## src/rtl/c499_lock_pkg.sv

```systemverilog
//==== c499_lock_pkg -- shared widths and FSM state encoding for the c499 lock sequencer (rev 1.0)
`default_nettype none

package c499_lock_pkg;

  localparam int C499_KEY_W  = 52;
  localparam int C499_DATA_W = 32;
  localparam int C499_CHK_W  = 8;
  localparam int C499_CNT_W  = 16;

  typedef enum logic [2:0] {
    ST_LOCKED  = 3'd0,
    ST_DRAIN   = 3'd1,
    ST_LOADING = 3'd2,
    ST_SETTLE  = 3'd3,
    ST_RUN     = 3'd4
  } state_t;

endpackage

`default_nettype wire

```

## src/rtl/c499_lock_seq_if.sv

```systemverilog
//==== c499_lock_seq_if -- word stream (source and sink handshakes) around the c499 lock sequencer (rev 1.0)
`default_nettype none

interface c499_lock_seq_if #(
  parameter int DATA_W = 32,
  parameter int CHK_W  = 8
);

  logic              in_valid;
  logic              in_ready;
  logic [DATA_W-1:0] in_data;
  logic [CHK_W-1:0]  in_chk;
  logic              in_corr;
  logic              out_valid;
  logic              out_ready;
  logic [DATA_W-1:0] out_data;

  modport master (
    output in_valid,
    output in_data,
    output in_chk,
    output in_corr,
    output out_ready,
    input  in_ready,
    input  out_valid,
    input  out_data
  );

  modport slave (
    input  in_valid,
    input  in_data,
    input  in_chk,
    input  in_corr,
    input  out_ready,
    output in_ready,
    output out_valid,
    output out_data
  );

endinterface

`default_nettype wire

```

## src/rtl/c499_key_shreg.sv

```systemverilog
//==== c499_key_shreg -- serial key shadow register with bit counter and commit pulse (rev 1.0)
`default_nettype none

module c499_key_shreg
  import c499_lock_pkg::*;
#(
  parameter int KEY_W = C499_KEY_W
) (
  input  logic             clk,
  input  logic             rst_n,
  input  logic             clear,
  input  logic             shift,
  input  logic             key_bit,
  output logic             commit,
  output logic [KEY_W-1:0] key_next
);

  localparam int CNT_W = $clog2(KEY_W);

  logic [KEY_W-1:0] shadow;
  logic [CNT_W-1:0] bit_cnt;
  logic             last_bit;

  assign last_bit = (bit_cnt == CNT_W'(KEY_W - 1));
  assign commit   = shift && last_bit && !clear;

  // Shadow with the current bit already inserted, so the commit edge sees the full key.
  always_comb begin
    key_next          = shadow;
    key_next[bit_cnt] = key_bit;
  end

  always_ff @(posedge clk or negedge rst_n) begin
    if (!rst_n) begin
      shadow  <= '0;
      bit_cnt <= '0;
    end else if (clear) begin
      shadow  <= '0;
      bit_cnt <= '0;
    end else if (shift) begin
      shadow  <= key_next;
      bit_cnt <= last_bit ? '0 : bit_cnt + 1'b1;
    end
  end

endmodule

`default_nettype wire

```

## src/rtl/c499_lock_seq.sv

```systemverilog
//==== c499_lock_seq -- key-load FSM and two-stage valid/ready pipeline in front of the locked c499 core (rev 1.0)
`default_nettype none

module c499_lock_seq
  import c499_lock_pkg::*;
#(
  parameter int KEY_W      = C499_KEY_W,
  parameter int DATA_W     = C499_DATA_W,
  parameter int CHK_W      = C499_CHK_W,
  parameter int SETTLE_CYC = 4
) (
  input  logic                  clk,
  input  logic                  rst_n,
  input  logic                  key_load_req,
  input  logic                  key_valid,
  input  logic                  key_bit,
  output logic                  key_err,
  output logic                  unlocked,
  c499_lock_seq_if.slave        strm,
  output logic [KEY_W-1:0]      core_key,
  output logic [DATA_W-1:0]     core_id,
  output logic [CHK_W-1:0]      core_ic,
  output logic                  core_r,
  input  logic [DATA_W-1:0]     core_od,
  output logic [C499_CNT_W-1:0] word_cnt
);

  localparam int SET_W = (SETTLE_CYC < 1) ? 1 : $clog2(SETTLE_CYC + 1);

  state_t            state;
  state_t            state_nxt;
  logic [SET_W-1:0]  settle_cnt;
  logic              settle_done;

  logic              s1_v;
  logic              out_v;
  logic [DATA_W-1:0] out_d;
  logic              in_rdy;
  logic              adv;
  logic              accept;
  logic              move;
  logic              deliver;

  logic              shreg_clear;
  logic              shreg_shift;
  logic              commit;
  logic [KEY_W-1:0]  key_next;

  assign adv     = !out_v || strm.out_ready;
  assign in_rdy  = (state == ST_RUN) && (!s1_v || adv);
  assign accept  = strm.in_valid && in_rdy;
  assign move    = s1_v && adv;
  assign deliver = out_v && strm.out_ready;

  assign strm.in_ready  = in_rdy;
  assign strm.out_valid = out_v;
  assign strm.out_data  = out_d;
  assign unlocked       = (state == ST_RUN);

  // Outside LOADING, and on any restart request, the partial key is discarded.
  assign shreg_clear = (state != ST_LOADING) || key_load_req;
  assign shreg_shift = (state == ST_LOADING) && key_valid;
  assign settle_done = (settle_cnt == SET_W'(SETTLE_CYC));

  c499_key_shreg #(
    .KEY_W (KEY_W)
  ) u_key_shreg (
    .clk      (clk),
    .rst_n    (rst_n),
    .clear    (shreg_clear),
    .shift    (shreg_shift),
    .key_bit  (key_bit),
    .commit   (commit),
    .key_next (key_next)
  );

  always_ff @(posedge clk or negedge rst_n) begin
    if (!rst_n) begin
      state <= ST_LOCKED;
    end else begin
      state <= state_nxt;
    end
  end

  always_comb begin
    state_nxt = state;
    case (state)
      ST_LOCKED: begin
        if (key_load_req) state_nxt = ST_LOADING;
      end
      ST_LOADING: begin
        if (!key_load_req && commit) state_nxt = ST_SETTLE;
      end
      ST_SETTLE: begin
        if (key_load_req)     state_nxt = ST_LOADING;
        else if (settle_done) state_nxt = ST_RUN;
      end
      ST_RUN: begin
        if (key_load_req) state_nxt = ST_DRAIN;
      end
      ST_DRAIN: begin
        if (!s1_v && !out_v) state_nxt = ST_LOADING;
      end
      default: state_nxt = ST_LOCKED;
    endcase
  end

  always_ff @(posedge clk or negedge rst_n) begin
    if (!rst_n) begin
      settle_cnt <= '0;
    end else if ((state == ST_SETTLE) && (state_nxt == ST_SETTLE)) begin
      settle_cnt <= settle_cnt + 1'b1;
    end else begin
      settle_cnt <= '0;
    end
  end

  always_ff @(posedge clk or negedge rst_n) begin
    if (!rst_n) begin
      core_key <= '0;
      key_err  <= 1'b0;
    end else begin
      if (commit) core_key <= key_next;
      if (key_valid && (state != ST_LOADING)) key_err <= 1'b1;
    end
  end

  // Stage 1 drives the core inputs directly; they hold their last word when s1 empties.
  always_ff @(posedge clk or negedge rst_n) begin
    if (!rst_n) begin
      s1_v    <= 1'b0;
      core_id <= '0;
      core_ic <= '0;
      core_r  <= 1'b0;
      out_v   <= 1'b0;
      out_d   <= '0;
    end else begin
      if (accept) begin
        s1_v    <= 1'b1;
        core_id <= strm.in_data;
        core_ic <= strm.in_chk;
        core_r  <= strm.in_corr;
      end else if (move) begin
        s1_v    <= 1'b0;
      end

      if (move) begin
        out_v <= 1'b1;
        out_d <= core_od;
      end else if (strm.out_ready) begin
        out_v <= 1'b0;
      end
    end
  end

  always_ff @(posedge clk or negedge rst_n) begin
    if (!rst_n) begin
      word_cnt <= '0;
    end else if (deliver) begin
      word_cnt <= word_cnt + 1'b1;
    end
  end

endmodule

`default_nettype wire

```

## src/flat_wrapper.sv

```systemverilog
// flat-port wrapper written by rule: the top's interface ports become plain ports
module c499_lock_seq_flat import c499_lock_pkg::*;
#(
  parameter int KEY_W      = C499_KEY_W,
  parameter int DATA_W     = C499_DATA_W,
  parameter int CHK_W      = C499_CHK_W,
  parameter int SETTLE_CYC = 4
)
  (clk, rst_n, key_load_req, key_valid, key_bit, key_err, unlocked, core_key, core_id, core_ic, core_r, core_od, word_cnt, strm_in_valid, strm_in_data, strm_in_chk, strm_in_corr, strm_out_ready, strm_in_ready, strm_out_valid, strm_out_data);
  c499_lock_seq_if #(.DATA_W(DATA_W), .CHK_W(CHK_W)) strm_i ();
  input  logic clk;
  input  logic rst_n;
  input  logic key_load_req;
  input  logic key_valid;
  input  logic key_bit;
  output logic key_err;
  output logic unlocked;
  output logic [KEY_W-1:0] core_key;
  output logic [DATA_W-1:0] core_id;
  output logic [CHK_W-1:0] core_ic;
  output logic core_r;
  input  logic [DATA_W-1:0] core_od;
  output logic [C499_CNT_W-1:0] word_cnt;
  input wire logic [$bits(strm_i.in_valid)-1:0] strm_in_valid;
  input wire logic [$bits(strm_i.in_data)-1:0] strm_in_data;
  input wire logic [$bits(strm_i.in_chk)-1:0] strm_in_chk;
  input wire logic [$bits(strm_i.in_corr)-1:0] strm_in_corr;
  input wire logic [$bits(strm_i.out_ready)-1:0] strm_out_ready;
  output wire logic [$bits(strm_i.in_ready)-1:0] strm_in_ready;
  output wire logic [$bits(strm_i.out_valid)-1:0] strm_out_valid;
  output wire logic [$bits(strm_i.out_data)-1:0] strm_out_data;
  assign strm_i.in_valid = strm_in_valid;
  assign strm_i.in_data = strm_in_data;
  assign strm_i.in_chk = strm_in_chk;
  assign strm_i.in_corr = strm_in_corr;
  assign strm_i.out_ready = strm_out_ready;
  assign strm_in_ready = strm_i.in_ready;
  assign strm_out_valid = strm_i.out_valid;
  assign strm_out_data = strm_i.out_data;
  c499_lock_seq #(.KEY_W(KEY_W), .DATA_W(DATA_W), .CHK_W(CHK_W), .SETTLE_CYC(SETTLE_CYC)) u_core (.clk(clk), .rst_n(rst_n), .key_load_req(key_load_req), .key_valid(key_valid), .key_bit(key_bit), .key_err(key_err), .unlocked(unlocked), .strm(strm_i), .core_key(core_key), .core_id(core_id), .core_ic(core_ic), .core_r(core_r), .core_od(core_od), .word_cnt(word_cnt));
endmodule
```

## config.mk

```make
export PLATFORM = sky130hd
export DESIGN_NAME = c499_lock_seq_flat
export DESIGN_NICKNAME = d
export VERILOG_FILES = /design/src/rtl/c499_lock_pkg.sv /design/src/rtl/c499_lock_seq_if.sv /design/src/rtl/c499_key_shreg.sv /design/src/rtl/c499_lock_seq.sv /design/src/flat_wrapper.sv
export SDC_FILE = /design/constraint.sdc
export NUM_CORES = 1
export LEC_CHECK = 0
export CELL_PAD_IN_SITES_DETAIL_PLACEMENT = 1
export CELL_PAD_IN_SITES_GLOBAL_PLACEMENT = 2
export CORE_ASPECT_RATIO = 0.9
export CORE_MARGIN = 5
export CORE_UTILIZATION = 28
export DETAILED_ROUTE_END_ITERATION = 10
export GPL_TIMING_DRIVEN = 1
export PLACE_DENSITY_LB_ADDON = 0.1
export SYNTH_ARGS = -nofsm -noshare
export SYNTH_HDL_FRONTEND = slang
export SYNTH_SLANG_ARGS = --single-unit
```

## constraint.sdc

```tcl
create_clock -name clk -period 2.2 [get_ports clk]
set_clock_uncertainty 0.05 [all_clocks]
set_input_delay 0.33 -clock clk [delete_from_list [all_inputs] [get_ports clk]]
set_output_delay 0.33 -clock clk [all_outputs]
set_load 0.01 [all_outputs]
```

# Word-level counts from Yosys, hierarchy flattened
# Cells that the tools add are included.
# Widths: inputs -> output; s select.
[totals] output_inout_bits=145 inputBits=80 regBits=208 wordCells=69
[classes] n_mux=20 reduce_logical=23 addsub=3 n_eq_ne=8 magnitude_cmp=2
[op_table] operator="$mux 52" n=2
[op_table] operator="$bwmux 52" n=1
[op_table] operator="$mux 3" n=7
[op_table] operator="$mux 6" n=3
[op_table] operator="$add 16x1->16 const B" n=1
[op_table] operator="$pmux 3 s5" n=1
[op_table] operator="$logic_and 1x1->1" n=12
[op_table] operator="$eq 3x2->1 const B" n=3
[op_table] operator="$lt 6x7->1 const B" n=1
[op_table] operator="$add 6x1->6 const B" n=1
[op_table] operator="$demux 1 s6" n=1
[op_table] operator="$eq 3x3->1 const B" n=2
[op_table] operator="$eq 6x6->1 const B" n=1
[op_table] operator="$ge 6x1->1 const B" n=1
[op_table] operator="$reduce_bool 2->1" n=3
[op_table] operator="$mux 1" n=5
[op_table] operator="$logic_not 1->1" n=4
[op_table] operator="$add 3x1->3 const B" n=1
[op_table] operator="$eq 3x1->1 const B" n=1
[op_table] operator="$logic_not 3->1" n=1
[op_table] operator="$logic_or 1x1->1" n=3
[op_table] operator="$ne 3x2->1 const B" n=1

# Longest topological paths before layout
[depth] word_depth=10 mapped_depth=7

# Hierarchy
# From an unflattened synthesis, not the netlist that was laid out.
[hier_totals] hier_cells=861 hier_area_um2=9898.2
[by_module_without_submodules] module="c499_lock_seq" cells_per_inst=373 area_each_um2=5953.2 n_inst=1 seq_area_each_um2=3753.6
[by_module_without_submodules] module="c499_key_shreg" cells_per_inst=488 area_each_um2=3945.0 n_inst=1 seq_area_each_um2=1451.4

# Worst setup path after synthesis
# Ideal clock, no wire load.
[synth_timing] path_kind="register to register" startpoint="reg u_core.state[1]" endpoint="reg u_core.core_ic[0]" setup_slack_ns=0.157 path_buffers=2 period_less_slack_ns=2.043 arrival_time_ns=1.868 stages_incl_launch_ff=7 cell_sequence="dfrtp_1 buf_2 nor3b_1 and2_1 nand2_1 buf_1 mux2_2"
[synth_via] elab_chain_cells=3
[synth_lines] item="start: declaration" line_no="c499_lock_seq.sv:30" source="state_t state;"
[synth_lines] item="start signal: assignment" line_no="c499_lock_seq.sv:81" source="state <= state_nxt;"
[synth_lines] item="$eq 3x3->1"
[synth_lines] item="named net unlocked" line_no="flat_wrapper.sv:17" source="output logic unlocked;"
[synth_lines] item="$logic_and 1x1->1" line_no="c499_lock_seq.sv:50" source="assign in_rdy = (state == ST_RUN) && (!s1_v || adv);"
[synth_lines] item="named net strm_in_ready" line_no="flat_wrapper.sv:29" source="output wire logic [$bits(strm_i.in_ready)-1:0] strm_in_ready;"
[synth_lines] item="$logic_and 1x1->1" line_no="c499_lock_seq.sv:51" source="assign accept = strm.in_valid && in_rdy;"
[synth_lines] item="end signal: assignment" line_no="c499_lock_seq.sv:141" source="core_ic <= strm.in_chk;"
[synth_lines] item="end: declaration" line_no="c499_lock_seq.sv:22" source="output logic [CHK_W-1:0] core_ic,"
# The timed path passes the listed nets, and every way through them passes these cells.
# A chain may end at the register's enable or synchronous reset.

# Final worst setup path
[layout_timing] startpoint="reg u_core.u_key_shreg.bit_cnt[3]" endpoint="reg u_core.core_key[36]"
[layout_via] elab_chain_cells=5 word_cells_on_any_way=9
[layout_lines] item="start: declaration" line_no="c499_key_shreg.sv:21" source="logic [CNT_W-1:0] bit_cnt;"
[layout_lines] item="start signal: assignment" line_no="c499_key_shreg.sv:42" source="bit_cnt <= last_bit ? '0 : bit_cnt + 1'b1;"
[layout_lines] item="$lt 6x7->1 (not written as such) or $ge 6x1->1 (tied branches)" line_no="c499_key_shreg.sv:30" source="key_next[bit_cnt] = key_bit;"
[layout_lines] item="$logic_and 1x1->1 (not written as such)" line_no="c499_key_shreg.sv:30"
[layout_lines] item="$mux 1 (not written as such)" line_no="c499_key_shreg.sv:30"
[layout_lines] item="$demux 1 s6" line_no="c499_key_shreg.sv:30"
[layout_lines] item="$bwmux 52" line_no="c499_key_shreg.sv:30"
[layout_lines] item="end signal: assignment" line_no="c499_lock_seq.sv:123" source="if (commit) core_key <= key_next;"
[layout_lines] item="end: declaration" line_no="c499_lock_seq.sv:20" source="output logic [KEY_W-1:0] core_key,"
# Several ways; a longest one is shown, not always the timed one.

==> flow_summary.toml <==
[run_status]
outcome = "finished clean"

[synthesis]
yosysUniqueCellTypes = 39
synthFlopType = "dfrtp_1"
synth-simple-area-share_pct = 15.2
yosysTopAreaCell = "dfrtp_1"
avgSynthCellArea_sq_um = 10.7
synth_common_cells = "208 x dfrtp_1, 104 x a21oi_1, 91 x nor2_1"
synth_fa_ha_area_share_pct = 0.535
synthArstFlopShare_pct = 100
synth_xor_xnor_area_share_pct = 1.59
ys_seq_area_share_pct = 55.6
synth.top_cell.area_share_pct = 55.6
synth_enable_flop_cells = 0
netlist_area_sq_um = 9360
yosysMostFrequentCell = "dfrtp_1"
yosys-top-cells-area = "dfrtp_1 56%, mux2_2 8.9%, mux2i_1 6.3%"
synthMuxAreaShare_pct = 15.2
syn_inst = 877
synth_seq_cells = 208
syn_nets = 961
yosysWarnings = 0
synth-compound-area-share_pct = 8.58
synth_top_family_by_area = "simple AND/OR/NAND/NOR gates"

[route]
ant_nets = 0
route.detailed.drc = 0
wl_um = 32900
drt-vias-per-instance = 4.80
via_count = 7642
drtIter0Drc = 263
wl_per_cell_um = 20.7
detail_route.first_pass.iterations = 4

[worst_setup_path]
max_stage_delay_ns = 0.53
crit_arrival_ns = 2.42
cp_common_cell = "buf_4"
crit_path_end_kind = "flip-flop"
cp_top_family = "simple AND/OR/NAND/NOR gates"
crit_buf_inv = 2
crit_fanout = 13
start_kind = "flip-flop"
critPathRequiredTime_ns = 2.54
slowest_stage = "nor4b_1"
critPathKind = "reg2reg"
crit_chain = "buf_4 > nor4b_1 > buf_4 > nand2_1 > mux2i_1 > a21oi_1"

[grt]
grt_pass1_vias = 8158
antenna_found_initial = 0
grt_max_degree = 60
grt_overflow = 0
grt_usage_pct = 17.4
grt_pass1_wl_um = 51100

[clock_tree]
clock_latency_ns = 0.52
post-cts-setup-buffers = 0
clock_sinks = 208
cts_tree = "done"
cts-htree-levels = 1
cts_made_buffers = 25
clk_path_buf_depth = 3
cts-root-buf = "clkbuf_16"
clk_pin_slew_worst_paths_ns = 0.06

[die]
io_pins = 225
initial_utilization_pct = 28.4
core_sq_um = 32900
die_area_sq_um = 37200
num_rows = 63
dieHeight_um = 183
die_w_um = 203

[sta]
relSlewSlack_pct = 51.6
fmax_ghz = 0.482
slew_violations = 0
setup_viol = 0
post-route-period-util_pct = 94.4
layout_min_cycle_time_ns = 2.08
holdWs_ns = 0.236
grt_setup_unrepaired = "false"
hold_viol = 0
worst-slew-pin-transition_ns = 0.726

[pwr]
peakVddDrop_mv = 0.424
leakage_nw = 6.13
power_density_nw_per_um2 = 606

[finish]
regArea_sq_um = 5210
finalNonFillerCells = 1593
nets = 1238
syn_to_final_growth_pct = 43.9
multi_input_area_sq_um = 3870
num-fill-cells = 3660
antenna_cells = 0
drive_gt1_share_pct = 18.4

[placed_design]
portBuffers = 224
place_inst = 1548
globalplace.congestion = 0.776
dp_hpwl_um = 23900

[run]
cap_violations = 0

[hold_path]
hold_class = "in2reg"
[per-layer routing]
layer  part of all wire [%]  track usage (%)
met1                     47             25.4
met5                      0                0
met2                     46             27.3
met4                    2.2             3.45
met3                    4.7             3.14
[metrics by stage]
stage	TNS, ns	cell area (sq um)	power, mW	utilization (%)	setup slack, ns
3_3_place_gp	-12.39	12700	4.41	38.6	-0.274
3_5_place_dp	-15.01	12700	4.42	38.6	-0.330
5_1_grt	0	13500	8.52	40.9	0.0149
2_1_floorplan	0	9360	4.04	-	0.157
6_report	0	13500	8.16	40.9	0.124
4_1_cts	0	13500	8.32	40.8	0.00948
[worst paths after layout]
| kind | slack [ns] | startpoint | cells past startpoint | end |
|---|---|---|---|---|
| min in group asynchronous | 0.28 | rst_n | 2 | u_core.core_key[36]$_DFFE_PN0N_ |
| min | 0.24 | key_bit | 3 | u_core.u_key_shreg.shadow[49]$_DFFE_PN0P_ |
| max reg2reg | 0.12 | u_core.u_key_shreg.bit_cnt[3]$_DFFE_PN0P_ | 6 | u_core.core_key[36]$_DFFE_PN0N_ |
| max | 0.12 | u_core.u_key_shreg.bit_cnt[3]$_DFFE_PN0P_ | 6 | u_core.core_key[36]$_DFFE_PN0N_ |
| max in group asynchronous | 1.09 | rst_n | 3 | u_core.core_id[7]$_DFFE_PN0P_ |
| min reg2reg | 0.41 | u_core.key_err$_DFFE_PN0P_ | 1 | u_core.key_err$_DFFE_PN0P_ |
[cells by family (layout without fill, tap and decap cells)]
| group | count (synthesis) | count (layout) |
|---|---|---|
| DFF | 208 | 208 |
| and+or+nand+nor | 282 | 282 |
| buffers and inverters | 76 | 370 |
| adders and majority gates | 4 | 4 |
| AOI/OAI and AO/OA | 157 | 157 |
| muxes | 133 | 133 |
| xor gates and xnor gates | 17 | 17 |
[layout by cell type, fill, tap and decap left out, types with 3 or more instances in the layout]
master and n:
clkdlybuf4s50_1 220, dfrtp_1 207, a21oi_1 104, nor2_1 91, buf_4 85, mux2_2 74
mux2i_1 59, nand2_1 58, nand3_1 53, o21ai_0 48, clkbuf_16 25, nand4_1 14
xnor2_1 11, buf_12 11, clkbuf_1 10, nand4b_1 7, nor3_1 7, xor2_1 6
nor4bb_1 6, clkinv_2 6, inv_1 5, nand3b_1 5, nand2b_1 5, nor4b_1 5
and3_1 5, nor3b_1 5, nor2b_1 4, ha_1 4, or3b_2 3, and2_1 3
clkbuf_8 3
[power by group]
part	leakage, nW	internal [mW]	switching (mW)
logic	2.87	0.232	0.270
clock network	0.365	2.19	1.63
registers	2.89	3.83	0.00712
[timing repair]
action | CTS | global route
cloned | 0 | 0
resized for setup | 6 | 2
hold buffers | 1 | 0
endpoints found under the setup margin | 6 | 3
endpoints found under the hold margin | 51 | 0
[tightest hold or removal path: stages]
cell     delay (ns)
buf_2          0.25
nand2_1        0.11
a21oi_1        0.05
[sequential cells by signal, summed over array words and instances, names as in the netlist]
signal,cells
u_core.core_id,32
u_core.strm.out_data,32
u_core.word_cnt,16
u_core.state,3
u_core.strm.out_valid,1
u_core.key_err,1
u_core.u_key_shreg.bit_cnt,6
u_core.settle_cnt,3
u_core.core_ic,8
u_core.core_r,1
u_core.core_key,52
u_core.s1_v,1
u_core.u_key_shreg.shadow,52
[final cells by class]
cell class | count | share of cell area (%)
Multi-Input combinational cell | 593 | 28.8
Timing Repair Buffer | 321 | 23.1
Clock inverter | 6 | 0.223
Inverter | 5 | 0.139
Sequential cell | 208 | 38.7
Clock buffer | 38 | 5.23
Tap cell | 422 | 3.92
(Power assumes the default switching activity.)
